File: src/rtl/door_lock_pkg.sv
// Shared types and defaults for the door-lock guard stage.
package door_lock_pkg;

   typedef enum logic [1:0] {
      IDLE    = 2'd0,
      RELEASE = 2'd1,
      LOCKOUT = 2'd2
   } guard_state_t;

   localparam int unsigned HOLD_CYCLES_DEF    = 16;
   localparam int unsigned MAX_FAILS_DEF      = 3;
   localparam int unsigned LOCKOUT_CYCLES_DEF = 64;

   // Width needed to hold the longer of the two timed windows.
   function automatic int unsigned tmr_width(input int unsigned hold, input int unsigned lock);
      int unsigned m;
      m = (hold > lock) ? hold : lock;
      return $clog2(m + 1);
   endfunction

endpackage

File: src/rtl/door_lock_guard_if.sv
// Signal bundle between the password FSM / actuators and the door-lock guard.
// Optional door_open sensor exists only when DOOR_FORCED_ALARM_EN is defined.
interface door_lock_guard_if;
   logic       unlock_in;
   logic       error_in;
   logic       solenoid;
   logic       locked_out;
   logic       alarm;
   logic [3:0] fail_count;
`ifdef DOOR_FORCED_ALARM_EN
   logic       door_open;

   modport master (
      output unlock_in, error_in, door_open,
      input  solenoid, locked_out, alarm, fail_count
   );
   modport slave (
      input  unlock_in, error_in, door_open,
      output solenoid, locked_out, alarm, fail_count
   );
`else
   modport master (
      output unlock_in, error_in,
      input  solenoid, locked_out, alarm, fail_count
   );
   modport slave (
      input  unlock_in, error_in,
      output solenoid, locked_out, alarm, fail_count
   );
`endif
endinterface

File: src/rtl/door_lock_guard_timer.sv
// Loadable down-counter shared by the RELEASE and LOCKOUT windows; holds at zero.
module guard_timer #(
   parameter int unsigned W = 7
) (
   input  logic         clk,
   input  logic         reset,
   input  logic         i_load,
   input  logic [W-1:0] i_load_val,
   output logic         o_zero
);

   logic [W-1:0] r_value;

   always_ff @(posedge clk or posedge reset) begin
      if (reset) begin
         r_value <= '0;
      end else if (i_load) begin
         r_value <= i_load_val;
      end else if (r_value != '0) begin
         r_value <= r_value - 1'b1;
      end
   end

   assign o_zero = (r_value == '0);

endmodule

File: src/rtl/door_lock_guard.sv
// Door-lock guard: timed solenoid release, consecutive-failure lockout and alarm.
// Build option DOOR_FORCED_ALARM_EN adds a sticky forced-door alarm from door_open.
module door_lock_guard
   import door_lock_pkg::*;
#(
   parameter int unsigned HOLD_CYCLES    = HOLD_CYCLES_DEF,
   parameter int unsigned MAX_FAILS      = MAX_FAILS_DEF,
   parameter int unsigned LOCKOUT_CYCLES = LOCKOUT_CYCLES_DEF
) (
   input  logic               clk,
   input  logic               reset,
   door_lock_guard_if.slave   bus
);

   localparam int unsigned TMR_W = tmr_width(HOLD_CYCLES, LOCKOUT_CYCLES);
   localparam logic [TMR_W-1:0] HOLD_LOAD = TMR_W'(HOLD_CYCLES - 1);
   localparam logic [TMR_W-1:0] LOCK_LOAD = TMR_W'(LOCKOUT_CYCLES - 1);
   localparam logic [4:0]       MAX_F5    = 5'(MAX_FAILS);

   guard_state_t     r_state, w_state_d;
   logic [3:0]       r_fail, w_fail_d;
   logic             r_unlock_q, r_error_q;
   logic             r_solenoid, r_locked_out, r_alarm;
   logic             w_unlock_rise, w_error_rise;
   logic             w_tmr_load, w_tmr_zero;
   logic [TMR_W-1:0] w_tmr_val;
   logic [4:0]       w_fail_inc;
   logic             w_alarm_d;

   assign w_unlock_rise = bus.unlock_in & ~r_unlock_q;
   assign w_error_rise  = bus.error_in & ~r_error_q;
   assign w_fail_inc    = {1'b0, r_fail} + 5'd1;

   guard_timer #(
      .W (TMR_W)
   ) u_timer (
      .clk        (clk),
      .reset      (reset),
      .i_load     (w_tmr_load),
      .i_load_val (w_tmr_val),
      .o_zero     (w_tmr_zero)
   );

   always_comb begin
      w_state_d  = r_state;
      w_fail_d   = r_fail;
      w_tmr_load = 1'b0;
      w_tmr_val  = '0;
      unique case (r_state)
         IDLE, RELEASE: begin
            // Error beats a simultaneous unlock so a bad entry never opens the door.
            if (w_error_rise) begin
               if (w_fail_inc < MAX_F5) begin
                  w_state_d = IDLE;
                  w_fail_d  = w_fail_inc[3:0];
               end else begin
                  w_state_d  = LOCKOUT;
                  w_fail_d   = MAX_F5[3:0];
                  w_tmr_load = 1'b1;
                  w_tmr_val  = LOCK_LOAD;
               end
            end else if (w_unlock_rise) begin
               w_state_d  = RELEASE;
               w_tmr_load = 1'b1;
               w_tmr_val  = HOLD_LOAD;
               if (r_state == IDLE) w_fail_d = '0;
            end else if (r_state == RELEASE && w_tmr_zero) begin
               w_state_d = IDLE;
            end
         end
         LOCKOUT: begin
            if (w_tmr_zero) begin
               w_state_d = IDLE;
               w_fail_d  = '0;
            end
         end
         default: begin
            w_state_d = IDLE;
            w_fail_d  = '0;
         end
      endcase
   end

`ifdef DOOR_FORCED_ALARM_EN
   logic r_forced, w_forced_d;

   // Door movement outside a release wins over a same-cycle unlock clear.
   always_comb begin
      w_forced_d = r_forced;
      if (w_state_d == RELEASE && r_state != RELEASE) w_forced_d = 1'b0;
      if (bus.door_open && r_state != RELEASE) w_forced_d = 1'b1;
   end

   always_ff @(posedge clk or posedge reset) begin
      if (reset) r_forced <= 1'b0;
      else       r_forced <= w_forced_d;
   end

   assign w_alarm_d = (w_state_d == LOCKOUT) | w_forced_d;
`else
   assign w_alarm_d = (w_state_d == LOCKOUT);
`endif

   always_ff @(posedge clk or posedge reset) begin
      if (reset) begin
         r_state      <= IDLE;
         r_fail       <= '0;
         r_unlock_q   <= 1'b0;
         r_error_q    <= 1'b0;
         r_solenoid   <= 1'b0;
         r_locked_out <= 1'b0;
         r_alarm      <= 1'b0;
      end else begin
         r_state      <= w_state_d;
         r_fail       <= w_fail_d;
         r_unlock_q   <= bus.unlock_in;
         r_error_q    <= bus.error_in;
         r_solenoid   <= (w_state_d == RELEASE);
         r_locked_out <= (w_state_d == LOCKOUT);
         r_alarm      <= w_alarm_d;
      end
   end

   assign bus.solenoid   = r_solenoid;
   assign bus.locked_out = r_locked_out;
   assign bus.alarm      = r_alarm;
   assign bus.fail_count = r_fail;

endmodule

File: src/flat_wrapper.sv
// flat-port wrapper written by rule: the top's interface ports become plain ports
module door_lock_guard_flat import door_lock_pkg::*;
#(
   parameter int unsigned HOLD_CYCLES    = HOLD_CYCLES_DEF,
   parameter int unsigned MAX_FAILS      = MAX_FAILS_DEF,
   parameter int unsigned LOCKOUT_CYCLES = LOCKOUT_CYCLES_DEF
)
  (clk, reset, bus_unlock_in, bus_error_in, bus_solenoid, bus_locked_out, bus_alarm, bus_fail_count);
  door_lock_guard_if bus_i ();
  input  logic clk;
  input  logic reset;
  input wire logic [$bits(bus_i.unlock_in)-1:0] bus_unlock_in;
  input wire logic [$bits(bus_i.error_in)-1:0] bus_error_in;
  output wire logic [$bits(bus_i.solenoid)-1:0] bus_solenoid;
  output wire logic [$bits(bus_i.locked_out)-1:0] bus_locked_out;
  output wire logic [$bits(bus_i.alarm)-1:0] bus_alarm;
  output wire logic [$bits(bus_i.fail_count)-1:0] bus_fail_count;
  assign bus_i.unlock_in = bus_unlock_in;
  assign bus_i.error_in = bus_error_in;
  assign bus_solenoid = bus_i.solenoid;
  assign bus_locked_out = bus_i.locked_out;
  assign bus_alarm = bus_i.alarm;
  assign bus_fail_count = bus_i.fail_count;
  door_lock_guard #(.HOLD_CYCLES(HOLD_CYCLES), .MAX_FAILS(MAX_FAILS), .LOCKOUT_CYCLES(LOCKOUT_CYCLES)) u_core (.clk(clk), .reset(reset), .bus(bus_i));
endmodule
File: config.mk
export PLATFORM = sky130hd
export DESIGN_NAME = door_lock_guard_flat
export DESIGN_NICKNAME = d
export VERILOG_FILES = /design/src/rtl/door_lock_pkg.sv /design/src/rtl/door_lock_guard_if.sv /design/src/rtl/door_lock_guard_timer.sv /design/src/rtl/door_lock_guard.sv /design/src/flat_wrapper.sv
export SDC_FILE = /design/constraint.sdc
export NUM_CORES = 1
export LEC_CHECK = 0
export ABC_AREA = 1
export BUFFER_PORTS_ARGS = -buffer_cell sky130_fd_sc_hd__buf_2
export CORE_UTILIZATION = 51
export CTS_BUF_LIST = sky130_fd_sc_hd__clkbuf_8
export DETAILED_ROUTE_END_ITERATION = 8
export GPL_ROUTABILITY_DRIVEN = 0
export GPL_TIMING_DRIVEN = 0
export PLACE_DENSITY_LB_ADDON = 0.05
export SYNTH_ARGS = -nofsm -noshare
export SYNTH_HDL_FRONTEND = slang
export SYNTH_SLANG_ARGS = --single-unit
File: constraint.sdc
create_clock -name clk -period 1.55 [get_ports clk]
set_input_delay 0.0775 -clock clk [delete_from_list [all_inputs] [get_ports clk]]
set_output_delay 0.0775 -clock clk [all_outputs]
set_load 0.01 [all_outputs]
==> out/qor.yml <==
finish:
  fin_util_pct: 67.0
  final_cell_count_no_fill: 145
  area_delta_synth_final_pct: 17.1
  nets: 128
  fin_area_sq_um: 1070
  diodes: 0
  drive_above_1_share_pct: 30.6
die:
  die-area_sq_um: 1960
  io_pins: 11
  rows: 14
  die_y_um: 44.3
  initial_core_util_pct: 57.2
  dieWidth_um: 44.3
  core_area_sq_um: 1590
setup_path:
  r2r_end: "u_core.u_timer.r_value[1]"
  cp_max_fo: 5
  reg2regPathDepth: 6
  r2r_start: "u_core.bus.fail_count[0]"
  cp.arrival_ns: 1.55
  critPathKind: "register to register"
  r2r_slack_ns: 0.14
  end_kind: "register"
  cp-start-kind: "register"
  critPathRequiredTime_ns: 1.68
  cp-endpoint: "u_core.u_timer.r_value[1]"
  startpoint: "u_core.bus.fail_count[0]"
timing:
  grt_setup_unrepaired: "false"
  period_share_pct: 91.2
  maxSlewHeadroom_pct: 58.0
  fin_ws_ns: 0.136
  max_freq_mhz: 707
  worst_hold_slack_ns: 0.447
  final_max_slew_viol_count: 0
  finalSetupTns_ns: 0
  hold_viol: 0
  min_period_ns: 1.41
  worst_pin_slew_ns: 0.629
  setup-violations-final: 0
  skew_ns: 0.00314
route:
  post_drt_via_cell_ratio: 4.56
  first_iter_violations: 5
  drc_errors: 0
  routed_wl_mm: 1.43
  avgRoutedWirePerCell_um: 9.88
  antenna_left: 0
  first_pass_iters: 3
  routed-via-count: 661
synth:
  synth_top_family_by_area: "simple AND/OR/NAND/NOR gates"
  ys.flop_type: "dfrtp_1"
  syn_inst: 104
  yosysMostFrequentCell: "nand2_1"
  synth_mux_area_share_pct: 0
  synth_area_sq_um: 912
  yosys.area.top_type: "dfrtp_1"
  syn_nets: 110
  synth_edf_count: 0
  synth_common_cells: "nand2_1, dfrtp_1, inv_1"
  netlist_top_cells_area: "dfrtp_1, nand2_1, inv_1"
  yosysSeqAreaShare_pct: 46.6
  yosysUniqueCellTypes: 25
  yosys.area_share.adder_pct: 2.74
  synth_top_area_share_pct: 46.6
  synth_compound_area_share_pct: 5.35
  synth_xor_area_share_pct: 0.960
  ys_ff_latch: 17
  async_reset_ff_share_pct: 100
  ys_warn_count: 0
  yosys.area_share.simple_pct: 34.8
  avgSynthCellArea_sq_um: 8.77
placement:
  dp_slack_ns: 0.147
  post_dp_cell_area_sq_um: 992
  dp_cells: 138
  port_buffers: 10
  dp_hpwl_mm: 1.07
power:
  p_seq_share_pct: 39.8
  clkPwrFrac_pct: 18.6
  finalPower_mw: 1.78
  p_leak_nw: 0.625
  total_switching_power_uw: 699
  cellPowerDensity_nw_per_um2: 1660
  intPower_mw: 1.08
  pwr-share-comb_pct: 41.6
  p_sw_share_pct: 39.3
  ir_drop_v: 0.00114
cts:
  cts.sinks: 17
  clock_latency_ns: 0.25
  cts_made_buffers: 3
  ctsRootBufferMaster: "clkbuf_8"
  post_cts_buffers: 0
  cts_tree: "yes"
  path_clk_slew_ns: 0.07
  cts_max_path_buffers: 2
  cts-htree-levels: 1
grt:
  grtUsageMet1_pct: 24.7
  grt_pass1_wl_mm: 2.59
  grt_overflow_total: 0
  grt_use_met3_pct: 2.45
  grt_max_degree: 18
  antenna_found_initial: 0
  grt_pass1_vias: 635
  met2_usage_pct: 28.2
  grt.busiest_layer: "met2"
  grt_usage_pct: 18.3
run_status:
  outcome: "complete, no violations"
min_path:
  hp-class: "input pin to asynchronous set/reset pin"
job:
  drv_cap: 0
==> cell usage in the layout (no fill, tap or decap), drive strengths merged <==
cell type,netlist,final
nand2,37,37
inv,19,19
dfrtp,17,17
buf,1,11
nor2,7,7
nand3,6,6
o21ai,4,4
clkbuf,0,3
dlygate4sd3,0,3
nor3,3,3
or2,3,3
ha,2,2
a21oi,2,2
a21boi,1,1
xor2,1,1
nand4,1,1
clkinv,0,1
==> logic make-up after synthesis <==
kind of cell,count (synthesis)
AO/OA/AOI/OAI,7
XOR/XNOR,1
adder cells (fa/ha/maj),2
buffers and inverters,20
flip-flops,17
AND/OR/NAND/NOR,57
==> worst min path at each step <==
stage                                endpoint          start  slack, ns  cells after the start
detailed placement        u_core.bus.solenoid          reset       0.20                      2
global route                u_core.r_unlock_q  bus_unlock_in       0.50                      2
global placement    u_core.u_timer.r_value[1]          reset       0.19                      2
finish                      u_core.r_state[0]          reset       0.45                      3
floorplan            u_core.bus.fail_count[0]          reset      0.004                      1
CTS                         u_core.r_state[0]          reset       0.47                      3
==> flip-flops by register name, indices dropped and copies added, names as in the netlist <==
signal / flops
u_core.r_unlock_q: 1
u_core.r_state: 2
u_core.bus.solenoid: 1
u_core.u_timer.r_value: 7
u_core.r_error_q: 1
u_core.bus.locked_out: 1
u_core.bus.fail_count: 4
==> power groups by stage <==
stage          sequential (mW)  combinational (mW)  clock, mW
6_report                 0.707               0.740      0.330
5_1_grt                  0.728               0.858      0.353
4_1_cts                  0.707               0.752      0.344
3_5_place_dp             0.713               0.741          0
3_3_place_gp             0.711               0.726          0
2_1_floorplan            0.718               0.577          0
==> per-layer routing <==
layer  up-vias  share of wire (%)
met3         2                1.8
met4         0                1.2
met2        10                 45
met5         -                  0
li1        350                  -
met1       299                 52
==> critical path, cell delays in order, from the launching register on <==
cell and delay, ns:
dfrtp_1 0.42, ha_1 0.22, or2_1 0.22, nand2_2 0.10, nand3_4 0.09, a21oi_4 0.18
nand2_1 0.07
==> layout make-up <==
cell class	count	area, sq um
clock inverter	1	5.00
fill	130	526
buffer	1	7.51
tap	24	30.0
clock buffer	3	41.3
sequential	17	425
multi-input combinational	67	400
inverter	19	78.8
timing repair buffer	13	80.1
==> what timing repair did <==
action	in CTS	in global routing
gates resized for setup	0	0
hold buffers	3	0
endpoints found under the hold margin	19	0
(Power assumes the default switching activity.)
